[config.mk]
export PLATFORM = sky130hd
export DESIGN_NAME = vram_request_scheduler_flat
export DESIGN_NICKNAME = d
export VERILOG_FILES = /design/src/rtl/vram_request_scheduler_if.sv /design/src/rtl/vram_request_scheduler.sv /design/src/flat_wrapper.sv
export SDC_FILE = /design/constraint.sdc
export NUM_CORES = 1
export LEC_CHECK = 0
export BUFFER_PORTS_ARGS = -buffer_cell sky130_fd_sc_hd__buf_4
export CAP_MARGIN = 20
export CORE_MARGIN = 1
export CORE_UTILIZATION = 48
export CTS_CLUSTER_DIAMETER = 80
export DETAILED_ROUTE_END_ITERATION = 16
export GPL_TIMING_DRIVEN = 0
export PLACE_DENSITY = 0.79
export SYNTH_ARGS = -nofsm -noshare
export SYNTH_HDL_FRONTEND = slang
export SYNTH_SLANG_ARGS = --single-unit
export TNS_END_PERCENT = 5
[constraint.sdc]
create_clock -name clk -period 2.62 [get_ports clk]
set_clock_uncertainty 0.2 [all_clocks]
set_input_delay 0.524 -clock clk [delete_from_list [all_inputs] [get_ports clk]]
set_output_delay 0.524 -clock clk [all_outputs]
set_load 0.02 [all_outputs]
[src/rtl/vram_request_scheduler_if.sv]
`default_nettype none
// ============================================================================
//  Module  : vram_request_scheduler_if
//  Brief   : Request/response bundle between the scheduler and the VRAM
//            memory controller (strobes, address/data out; data/busy back).
//  Rev     : 1.0
// ============================================================================
interface vram_request_scheduler_if;
    logic        mc_read;
    logic        mc_write;
    logic        mc_refresh;
    logic [21:0] mc_addr;
    logic [15:0] mc_din;
    logic [1:0]  mc_wdm;
    logic [15:0] mc_dout;
    logic        mc_busy;

    modport master (
        output mc_read, mc_write, mc_refresh, mc_addr, mc_din, mc_wdm,
        input  mc_dout, mc_busy
    );

    modport slave (
        input  mc_read, mc_write, mc_refresh, mc_addr, mc_din, mc_wdm,
        output mc_dout, mc_busy
    );
endinterface
`default_nettype wire

[src/rtl/vram_request_scheduler.sv]
`default_nettype none
// ============================================================================
//  Module  : vram_request_scheduler
//  Brief   : Arbitrates display fetch, CPU and auto-refresh onto one VRAM
//            controller port and returns read data to the requesting client.
//  Rev     : 1.0
// ============================================================================
module vram_request_scheduler #(
    parameter int FREQ           = 54_000_000,
    parameter int REFRESH_CYCLES = 420,
    parameter int STARVE_LIMIT   = 4
) (
    input  wire         clk,
    input  wire         resetn,

    input  wire         disp_req,
    input  wire  [21:0] disp_addr,
    output logic        disp_ack,
    output logic [15:0] disp_data,
    output logic        disp_valid,

    input  wire         cpu_req,
    input  wire         cpu_we,
    input  wire  [21:0] cpu_addr,
    input  wire  [15:0] cpu_din,
    input  wire  [1:0]  cpu_wdm,
    output logic        cpu_ack,
    output logic [15:0] cpu_dout,
    output logic        cpu_valid,

    vram_request_scheduler_if.master mc,

    output logic        refresh_overrun
);

    localparam int c_TIMER_W  = (REFRESH_CYCLES > 1) ? $clog2(REFRESH_CYCLES) : 1;
    localparam int c_STARVE_W = (STARVE_LIMIT > 0) ? $clog2(STARVE_LIMIT + 1) : 1;
    localparam logic [c_TIMER_W-1:0]  c_TIMER_MAX  = c_TIMER_W'(REFRESH_CYCLES - 1);
    localparam logic [c_STARVE_W-1:0] c_STARVE_MAX = c_STARVE_W'(STARVE_LIMIT);

    localparam logic [1:0] c_OP_DISP_RD = 2'd0;
    localparam logic [1:0] c_OP_CPU_RD  = 2'd1;
    localparam logic [1:0] c_OP_CPU_WR  = 2'd2;
    localparam logic [1:0] c_OP_REFRESH = 2'd3;

    // FREQ only records the clock that REFRESH_CYCLES was derived for.
    if (FREQ <= 0) begin : g_freq_unspecified
    end

    typedef enum logic [1:0] {
        S_IDLE      = 2'd0,
        S_ISSUE     = 2'd1,
        S_WAIT_BUSY = 2'd2,
        S_WAIT_DONE = 2'd3
    } state_t;

    state_t                 r_state;
    logic [1:0]             r_op;
    logic                   r_wait_cnt;
    logic                   r_retried;
    logic [c_TIMER_W-1:0]   r_refresh_timer;
    logic [1:0]             r_refresh_pend;
    logic [c_STARVE_W-1:0]  r_starve_cnt;
    logic                   r_refresh_overrun;

    logic                   r_mc_read;
    logic                   r_mc_write;
    logic                   r_mc_refresh;
    logic [21:0]            r_mc_addr;
    logic [15:0]            r_mc_din;
    logic [1:0]             r_mc_wdm;
    logic [15:0]            r_disp_data;
    logic                   r_disp_valid;
    logic [15:0]            r_cpu_dout;
    logic                   r_cpu_valid;

    logic                   w_can_grant;
    logic                   w_gnt_refresh;
    logic                   w_gnt_cpu;
    logic                   w_gnt_disp;
    logic                   w_tick;

    assign w_tick      = (r_refresh_timer == c_TIMER_MAX);
    // resetn is included so the acks read 0 while reset is held.
    assign w_can_grant = resetn && (r_state == S_IDLE) && !mc.mc_busy;

    always_comb begin
        w_gnt_refresh = 1'b0;
        w_gnt_cpu     = 1'b0;
        w_gnt_disp    = 1'b0;
        if (w_can_grant) begin
            if (r_refresh_pend != 2'd0)
                w_gnt_refresh = 1'b1;
            else if (cpu_req && (r_starve_cnt == c_STARVE_MAX))
                w_gnt_cpu = 1'b1;
            else if (disp_req)
                w_gnt_disp = 1'b1;
            else if (cpu_req)
                w_gnt_cpu = 1'b1;
        end
    end

    assign disp_ack        = w_gnt_disp;
    assign cpu_ack         = w_gnt_cpu;
    assign disp_data       = r_disp_data;
    assign disp_valid      = r_disp_valid;
    assign cpu_dout        = r_cpu_dout;
    assign cpu_valid       = r_cpu_valid;
    assign refresh_overrun = r_refresh_overrun;

    assign mc.mc_read    = r_mc_read;
    assign mc.mc_write   = r_mc_write;
    assign mc.mc_refresh = r_mc_refresh;
    assign mc.mc_addr    = r_mc_addr;
    assign mc.mc_din     = r_mc_din;
    assign mc.mc_wdm     = r_mc_wdm;

    // Free-running refresh timer and saturating pending-refresh count.
    always_ff @(posedge clk or negedge resetn) begin
        if (!resetn) begin
            r_refresh_timer   <= '0;
            r_refresh_pend    <= 2'd0;
            r_refresh_overrun <= 1'b0;
        end else begin
            if (w_tick)
                r_refresh_timer <= '0;
            else
                r_refresh_timer <= r_refresh_timer + c_TIMER_W'(1);

            if (w_tick && !w_gnt_refresh) begin
                if (r_refresh_pend == 2'd3)
                    r_refresh_overrun <= 1'b1;
                else
                    r_refresh_pend <= r_refresh_pend + 2'd1;
            end else if (!w_tick && w_gnt_refresh) begin
                r_refresh_pend <= r_refresh_pend - 2'd1;
            end
        end
    end

    always_ff @(posedge clk or negedge resetn) begin
        if (!resetn) begin
            r_starve_cnt <= '0;
        end else if (!cpu_req || w_gnt_cpu) begin
            r_starve_cnt <= '0;
        end else if (w_gnt_disp && (r_starve_cnt != c_STARVE_MAX)) begin
            r_starve_cnt <= r_starve_cnt + c_STARVE_W'(1);
        end
    end

    always_ff @(posedge clk or negedge resetn) begin
        if (!resetn) begin
            r_state      <= S_IDLE;
            r_op         <= c_OP_DISP_RD;
            r_wait_cnt   <= 1'b0;
            r_retried    <= 1'b0;
            r_mc_read    <= 1'b0;
            r_mc_write   <= 1'b0;
            r_mc_refresh <= 1'b0;
            r_mc_addr    <= '0;
            r_mc_din     <= '0;
            r_mc_wdm     <= '0;
            r_disp_data  <= '0;
            r_disp_valid <= 1'b0;
            r_cpu_dout   <= '0;
            r_cpu_valid  <= 1'b0;
        end else begin
            r_mc_read    <= 1'b0;
            r_mc_write   <= 1'b0;
            r_mc_refresh <= 1'b0;
            r_disp_valid <= 1'b0;
            r_cpu_valid  <= 1'b0;

            case (r_state)
                S_IDLE: begin
                    r_retried <= 1'b0;
                    if (w_gnt_refresh) begin
                        r_mc_refresh <= 1'b1;
                        r_op         <= c_OP_REFRESH;
                        r_state      <= S_ISSUE;
                    end else if (w_gnt_disp) begin
                        r_mc_read <= 1'b1;
                        r_mc_addr <= disp_addr;
                        r_mc_din  <= '0;
                        r_mc_wdm  <= '0;
                        r_op      <= c_OP_DISP_RD;
                        r_state   <= S_ISSUE;
                    end else if (w_gnt_cpu) begin
                        r_mc_read  <= !cpu_we;
                        r_mc_write <= cpu_we;
                        r_mc_addr  <= cpu_addr;
                        r_mc_din   <= cpu_din;
                        r_mc_wdm   <= cpu_wdm;
                        r_op       <= cpu_we ? c_OP_CPU_WR : c_OP_CPU_RD;
                        r_state    <= S_ISSUE;
                    end
                end

                S_ISSUE: begin
                    r_wait_cnt <= 1'b0;
                    r_state    <= S_WAIT_BUSY;
                end

                S_WAIT_BUSY: begin
                    if (mc.mc_busy) begin
                        r_state <= S_WAIT_DONE;
                    end else if (r_wait_cnt && !r_retried) begin
                        // Controller never went busy: replay the same strobe once.
                        r_retried    <= 1'b1;
                        r_mc_read    <= (r_op == c_OP_DISP_RD) || (r_op == c_OP_CPU_RD);
                        r_mc_write   <= (r_op == c_OP_CPU_WR);
                        r_mc_refresh <= (r_op == c_OP_REFRESH);
                        r_state      <= S_ISSUE;
                    end else begin
                        r_wait_cnt <= 1'b1;
                    end
                end

                S_WAIT_DONE: begin
                    if (!mc.mc_busy) begin
                        if (r_op == c_OP_DISP_RD) begin
                            r_disp_data  <= mc.mc_dout;
                            r_disp_valid <= 1'b1;
                        end else if (r_op == c_OP_CPU_RD) begin
                            r_cpu_dout  <= mc.mc_dout;
                            r_cpu_valid <= 1'b1;
                        end
                        r_state <= S_IDLE;
                    end
                end

                default: r_state <= S_IDLE;
            endcase
        end
    end

endmodule
`default_nettype wire

[src/flat_wrapper.sv]
// flat-port wrapper written by rule: the top's interface ports become plain ports
module vram_request_scheduler_flat 
#(
    parameter int FREQ           = 54_000_000,
    parameter int REFRESH_CYCLES = 420,
    parameter int STARVE_LIMIT   = 4
)
  (clk, resetn, disp_req, disp_addr, disp_ack, disp_data, disp_valid, cpu_req, cpu_we, cpu_addr, cpu_din, cpu_wdm, cpu_ack, cpu_dout, cpu_valid, refresh_overrun, mc_mc_read, mc_mc_write, mc_mc_refresh, mc_mc_addr, mc_mc_din, mc_mc_wdm, mc_mc_dout, mc_mc_busy);
  vram_request_scheduler_if mc_i ();
  input  wire clk;
  input  wire resetn;
  input  wire disp_req;
  input  wire  [21:0] disp_addr;
  output logic disp_ack;
  output logic [15:0] disp_data;
  output logic disp_valid;
  input  wire cpu_req;
  input  wire cpu_we;
  input  wire  [21:0] cpu_addr;
  input  wire  [15:0] cpu_din;
  input  wire  [1:0] cpu_wdm;
  output logic cpu_ack;
  output logic [15:0] cpu_dout;
  output logic cpu_valid;
  output logic refresh_overrun;
  output wire logic [$bits(mc_i.mc_read)-1:0] mc_mc_read;
  output wire logic [$bits(mc_i.mc_write)-1:0] mc_mc_write;
  output wire logic [$bits(mc_i.mc_refresh)-1:0] mc_mc_refresh;
  output wire logic [$bits(mc_i.mc_addr)-1:0] mc_mc_addr;
  output wire logic [$bits(mc_i.mc_din)-1:0] mc_mc_din;
  output wire logic [$bits(mc_i.mc_wdm)-1:0] mc_mc_wdm;
  input wire logic [$bits(mc_i.mc_dout)-1:0] mc_mc_dout;
  input wire logic [$bits(mc_i.mc_busy)-1:0] mc_mc_busy;
  assign mc_mc_read = mc_i.mc_read;
  assign mc_mc_write = mc_i.mc_write;
  assign mc_mc_refresh = mc_i.mc_refresh;
  assign mc_mc_addr = mc_i.mc_addr;
  assign mc_mc_din = mc_i.mc_din;
  assign mc_mc_wdm = mc_i.mc_wdm;
  assign mc_i.mc_dout = mc_mc_dout;
  assign mc_i.mc_busy = mc_mc_busy;
  vram_request_scheduler #(.FREQ(FREQ), .REFRESH_CYCLES(REFRESH_CYCLES), .STARVE_LIMIT(STARVE_LIMIT)) u_core (.clk(clk), .resetn(resetn), .disp_req(disp_req), .disp_addr(disp_addr), .disp_ack(disp_ack), .disp_data(disp_data), .disp_valid(disp_valid), .cpu_req(cpu_req), .cpu_we(cpu_we), .cpu_addr(cpu_addr), .cpu_din(cpu_din), .cpu_wdm(cpu_wdm), .cpu_ack(cpu_ack), .cpu_dout(cpu_dout), .cpu_valid(cpu_valid), .mc(mc_i), .refresh_overrun(refresh_overrun));
endmodule
==> metrics.cfg, run 1 <==
[run_status]
outcome=finished clean

[cells_and_area]
regArea_sq_um=2450
layout.nets=660
syn_to_final_growth_pct=44.0
fillers=627
final_cells=683
diodes=0
drive_gt1_frac=0.412
multi_input_area_sq_um=1560

[setup_path]
rr_worst_depth=7
cp_max_fo=8
critPathRequiredTime_ps=1900
r2r_slack_ps=200
start_kind=flip-flop
r2r_end=u_core.r_op[1]
critical_path_class=reg -> out
cp.arrival_ps=1860
crit_path_end_kind=output port
rr_startpoint=u_core.r_state[0]

[sta]
finalMaxSlewViolations=0
rsz0062_at_grt=true
hold_viol=0
fmax_ghz=0.387
post-route-min-period_ps=2580
tightest_slew_ps=891
setup_tns_ps=0
fin_ws_ps=37.5
slew_headroom=0.404
setup_viol=0
post-route-period-util=0.986
hold_slack_ps=28.0

[yosys]
synth_common_cells=dfrtp_1 (98), nand2_1 (90), nor2_1 (35), mux2_2 (32), nand3_1 (25)
synth_cell_types=37
synthesis.instances=389
synth_area_sq_um=4120
async_flop_share=1.00
synth_edf_count=0
synth_area_leaders=dfrtp_1 (60%), mux2_2 (8.7%), nand2_1 (8.2%)
ys_ff_latch=98
syn_avg_cell_area_sq_um=10.6
syn_nets=476
synth-seq-area-share=0.595
ys_warn_count=0
ys.flop_type=dfrtp_1
synth_area_leader_cell=dfrtp_1
yosysTopAreaCellShare=0.595
yosysMostFrequentCell=dfrtp_1

[global_route]
grt_pass1_vias=3352
groute.usage.overall=0.243
grt_pass1_wl_microns=16400
grt_start_max_net_pins=33
antenna_found_initial=0
gr-total-overflow=0

[placement]
place_ws_ps=-753
gp_congestion=0.779
io_buffers=163
dp_cells=658
hpwl_microns=7410

[drt]
wl_per_cell_microns=15.6
vias=3550
drt-total-wl_microns=10700
drt_pass1_iterations=4
via_per_inst=5.20
drtIter0Drc=146
drc=0
ant_nets=0

[power]
internal-power_mw=3.92
p_leak_nw=3.00
power.switching_mw=2.33
power_mw=6.24
switching_share=0.373
clkPwrFrac=0.174
p_comb_frac=0.430
p_per_area_nw_per_um2=1050
ir_drop_mv=0.482
seq_power_share=0.396

[floorplan]
rows=33
core_area_sq_um=8260
ioPinCount=164
die_y_microns=94.7
dieArea_sq_um=8960
die_w_microns=94.7
start_util=0.499

[clock_network]
clk-insertion-delay-late_ps=360
clock-sinks=98
cts_buffers=9
htree_levels=3
clkTransAtPathRegs_ps=100
cts-root-buf=clkbuf_8
cts_tree=done
clock_path_buffers=2

[worst_hold_path]
min_path_type=in -> async

[run]
cap_viol_max_count=0

==> metal layers <==
metal,wire length (microns),GRT usage,up-vias
li1,-,-,1682
met1,4700,0.331,1715
met2,5130,0.388,134
met3,633,0.0515,19
met4,195,0.0808,0
met5,0,0,-
==> what timing repair did <==
item,4_1_cts,5_1_grt
pin swaps,1,1
gates cloned,3,0
gates resized for setup,13,3
setup endpoints to repair,45,19
hold endpoints to repair,50,0
hold buffers,4,0
setup buffers,2,0
==> kinds of logic (layout without fill, tap and decap cells) <==
kind of cell    after synthesis  count (layout)  synth area share
simple gates                173             173             0.189
flops                        98              98             0.595
xor+xnor                      8               8            0.0170
fa+ha+maj                     3               3           0.00911
mux                          32              32            0.0874
compound gates               47              47            0.0686
buf+inv                      28             217            0.0337
==> worst max-delay path by stage <==
stage,start,end,slack [ps],cells past startpoint
final,u_core.r_state[0],cpu_ack,40,6
after global routing,u_core.r_state[1],cpu_ack,-40,7
after CTS,u_core.r_state[1],cpu_ack,10,7
after detailed placement,resetn,u_core.mc.mc_addr[12],-750,8
after global placement,resetn,u_core.mc.mc_addr[15],-930,7
after floorplan,mc_mc_busy,cpu_ack,320,5
==> power by group through the flow <==
stage | Combinational (mW) | Clock (mW) | Sequential [mW]
floorplan | 0.734 | 0 | 3.14
detailed placement | 2.65 | 0 | 2.49
CTS | 2.70 | 1.10 | 2.46
global route | 2.88 | 1.17 | 2.54
global placement | 2.59 | 0 | 2.46
finish | 2.69 | 1.09 | 2.47
==> placed cells by master (no fill, tap or decap), types with 8 or more instances in the layout <==
cell type / synthesis / layout
nand3_1: 25 / 24
nand2_1: 90 / 90
buf_2: 9 / 8
nor2_1: 35 / 34
mux2_2: 32 / 32
dfrtp_1: 98 / 97
clkbuf_1: 9 / 8
a31oi_1: 22 / 22
o21ai_0: 11 / 11
clkbuf_8: 0 / 9
buf_4: 0 / 163
==> metrics by stage <==
step | instance area, sq um | util
6_report | 5940 | 0.719
5_1_grt | 5940 | 0.719
4_1_cts | 5930 | 0.718
3_5_place_dp | 5500 | 0.667
3_3_place_gp | 5480 | 0.663
2_1_floorplan | 4120 | -
==> critical path, cell delays in order, from the launching register on <==
cell and delay [ps]:
dfrtp_2 470, or4b_4 530, buf_6 140, nor2_4 90
nand3_2 90, inv_2 70, buf_6 110
==> registers in the layout (all words and copies together), names as in the netlist, 2 cells and up <==
register and cells:
u_core.mc.mc_din 16, u_core.r_starve_cnt 3, u_core.r_op 2, u_core.r_state 2, u_core.r_refresh_timer 9, u_core.r_refresh_pend 2
u_core.cpu_dout 16, u_core.mc.mc_wdm 2, u_core.mc.mc_addr 22, u_core.disp_data 16
==> area by class of cell <==
class | count | share of cell area
Buffer | 21 | 0.0202
Multi-Input combinational cell | 263 | 0.262
Inverter | 7 | 0.00443
Clock inverter | 7 | 0.0166
Sequential cell | 98 | 0.413
Clock buffer | 9 | 0.0209
Tap cell | 105 | 0.0221
Timing Repair Buffer | 173 | 0.240
Power figures use the tool's default switching activity.
==> run 2, diff against run 1 <==
- ABC_AREA: default -> 0
- PLACE_DENSITY: 0.79 -> default
- PLACE_DENSITY_LB_ADDON: default -> 0.25
==> metrics.cfg, run 2 (same netlist as run 1, synthesis figures left out) <==
[run_status]
outcome=finished clean

[cells_and_area]
drive_gt1_frac=0.418  ; +0.00591
diodes=0  ; unchanged
syn_to_final_growth_pct=42.3
design_area_sq_um=5870  ; -1.2%
fillers=623  ; -0.64%
largest_reg_flops=22  ; unchanged
final_cells=682  ; -0.15%
final_cell_mix=buf_4 (165), dfrtp_1 (97), nand2_1 (90)
layout.nets=659  ; -0.15%
layout_commonest_cell=buf_4

[drt]
wl_per_cell_microns=14.7  ; -5.7%
drt-total-wl_microns=10000  ; -5.8%
drtIter0Drc=138  ; -5.5%
ant_nets=0  ; unchanged
via_per_inst=5.10  ; -1.9%
drc=0  ; unchanged
drt_pass1_iterations=4  ; unchanged
vias=3478  ; -2.0%

[sta]
fmax_ghz=0.386  ; -0.21%
post-route-min-period_ps=2590  ; +5.31 ps
rsz0062_at_grt=true
setup_viol=0  ; unchanged
setup_tns_ps=0  ; unchanged
tightest_slew_ps=573  ; -317 ps
slew_headroom=0.618  ; +0.213
fin_ws_ps=32.2  ; -5.31 ps
finalMaxSlewViolations=0  ; unchanged
hold_viol=0  ; unchanged
post-route-period-util=0.988  ; +0.00203

[power]
seq_power_share=0.407  ; +0.011
switching_share=0.381  ; +0.00782
power_mw=6.05  ; -3.1%
p_per_area_nw_per_um2=1030  ; -1.9%
p_leak_nw=2.96  ; -1.1%
ir_drop_mv=0.388  ; -20%
internal-power_mw=3.75  ; -4.3%
p_comb_frac=0.441  ; +0.011
power.switching_mw=2.30  ; -1.0%
clkPwrFrac=0.152  ; -0.022

[global_route]
grt_start_max_net_pins=39  ; +18%
groute.usage.overall=0.228  ; -0.0152
gr-total-overflow=0  ; unchanged
antenna_found_initial=0  ; unchanged
grt_pass1_wl_microns=15500  ; -5.5%
grt_pass1_vias=3239  ; -3.4%

[setup_path]
crit_chain=or4b_4, buf_6, nor2_4, nand3_2, inv_2, buf_6
crit_top_cell=buf_6
startpoint=u_core.r_state[0]
critPathRequiredTime_ps=1900  ; about the same
cp_max_fo=8  ; unchanged
cpMaxStageDelayCell=or4b_4
cp_num_buf_inv=3  ; unchanged
start_kind=flip-flop
crit_family=simple AND/OR/NAND/NOR gates
critical_path_class=reg -> out
crit_path_end_kind=output port
cp.arrival_ps=1860  ; about the same
cpPeakStageDelay_ps=530  ; about the same
rr_startpoint=u_core.r_state[0]

[floorplan]
ioPinCount=164  ; unchanged
die_y_microns=94.7  ; unchanged
die_w_microns=94.7  ; unchanged
rows=33  ; unchanged
start_util=0.499  ; unchanged
core_area_sq_um=8260  ; unchanged
dieArea_sq_um=8960  ; unchanged

[placement]
gp_congestion=0.795  ; +2.1%
hpwl_microns=7160  ; -3.4%
io_buffers=163  ; unchanged
place_ws_ps=-628  ; +124 ps
dp_cells=658  ; unchanged
placed_area_sq_um=5500  ; unchanged

[worst_hold_path]
min_path_type=in -> async

[run]
cap_viol_max_count=0  ; unchanged

[clock_network]
cts_tree=done
clock-sinks=98  ; unchanged
htree_levels=3  ; unchanged
clock_path_buffers=2  ; unchanged
cts_buffers=9  ; unchanged
clk-insertion-delay-late_ps=350  ; about the same
cts-root-buf=clkbuf_8
clkTransAtPathRegs_ps=90  ; about the same

[run 2: cell count changes in the layout (fill, tap and decap cells not counted), sizes merged]
cell and delta:
clkbuf +1, dlygate4sd3 -3, clkinv +1, bufbuf -1, bufinv -2, buf +3
[run 2: what timing repair did]
action                                  in CTS  in global routing
setup buffers                                4                  0
gates resized for setup                     10                  6
endpoints found under the setup margin      45                 22
pin swaps                                    1                  0
hold buffers                                 1                  0
gates cloned                                 2                  0
endpoints found under the hold margin       24                  0
[run 2: layer usage]
| layer | GRT usage | wire, microns | share of wire | vias to the layer above |
|---|---|---|---|---|
| li1 | - | - | - | 1683 |
| met1 | 0.314 | 4470 | 0.45 | 1660 |
| met2 | 0.357 | 4740 | 0.47 | 120 |
| met3 | 0.0459 | 660 | 0.066 | 15 |
| met4 | 0.0846 | 157 | 0.016 | 0 |
| met5 | 0 | 0 | 0 | - |
[run 2: path summary, 6_finish.rpt]
check,to,slack [ps],cells past startpoint
min in group clk,u_core.mc.mc_din[14],180,3
max,cpu_ack,30,6
min,u_core.r_op[1],20,2
max in group asynchronous,u_core.mc.mc_addr[6],1410,3
max reg2reg,u_core.r_op[1],200,7
min reg2reg,u_core.r_refresh_timer[0],250,1
[run 2: power groups by stage]
stage / combinational (mW) / clock (mW) / sequential [mW]
final: 2.67 / 0.920 / 2.46
after CTS: 2.68 / 0.945 / 2.46
after floorplan: 0.734 / 0 / 3.14
after global routing: 2.89 / 1.00 / 2.53
after detailed placement: 2.65 / 0 / 2.49
after global placement: 2.59 / 0 / 2.45
[run 2: stage by stage]
stage | utilization | hold WS [ps]
after floorplan | - | 28.4
after global placement | 0.663 | 238
after detailed placement | 0.667 | 250
after CTS | 0.706 | 12.1
after global routing | 0.710 | 2.76
final | 0.710 | 18.3
[run 2: area by class of cell]
type | instances | area, sq um | share of cell area
Sequential cell | 98 | 2450 | 0.418
Multi-Input combinational cell | 263 | 1550 | 0.264
Timing Repair Buffer | 172 | 1400 | 0.239
Clock buffer | 10 | 138 | 0.0235
Tap cell | 105 | 131 | 0.0224
Buffer | 21 | 121 | 0.0207
Clock inverter | 6 | 50.0 | 0.00853
Inverter | 7 | 26.3 | 0.00448
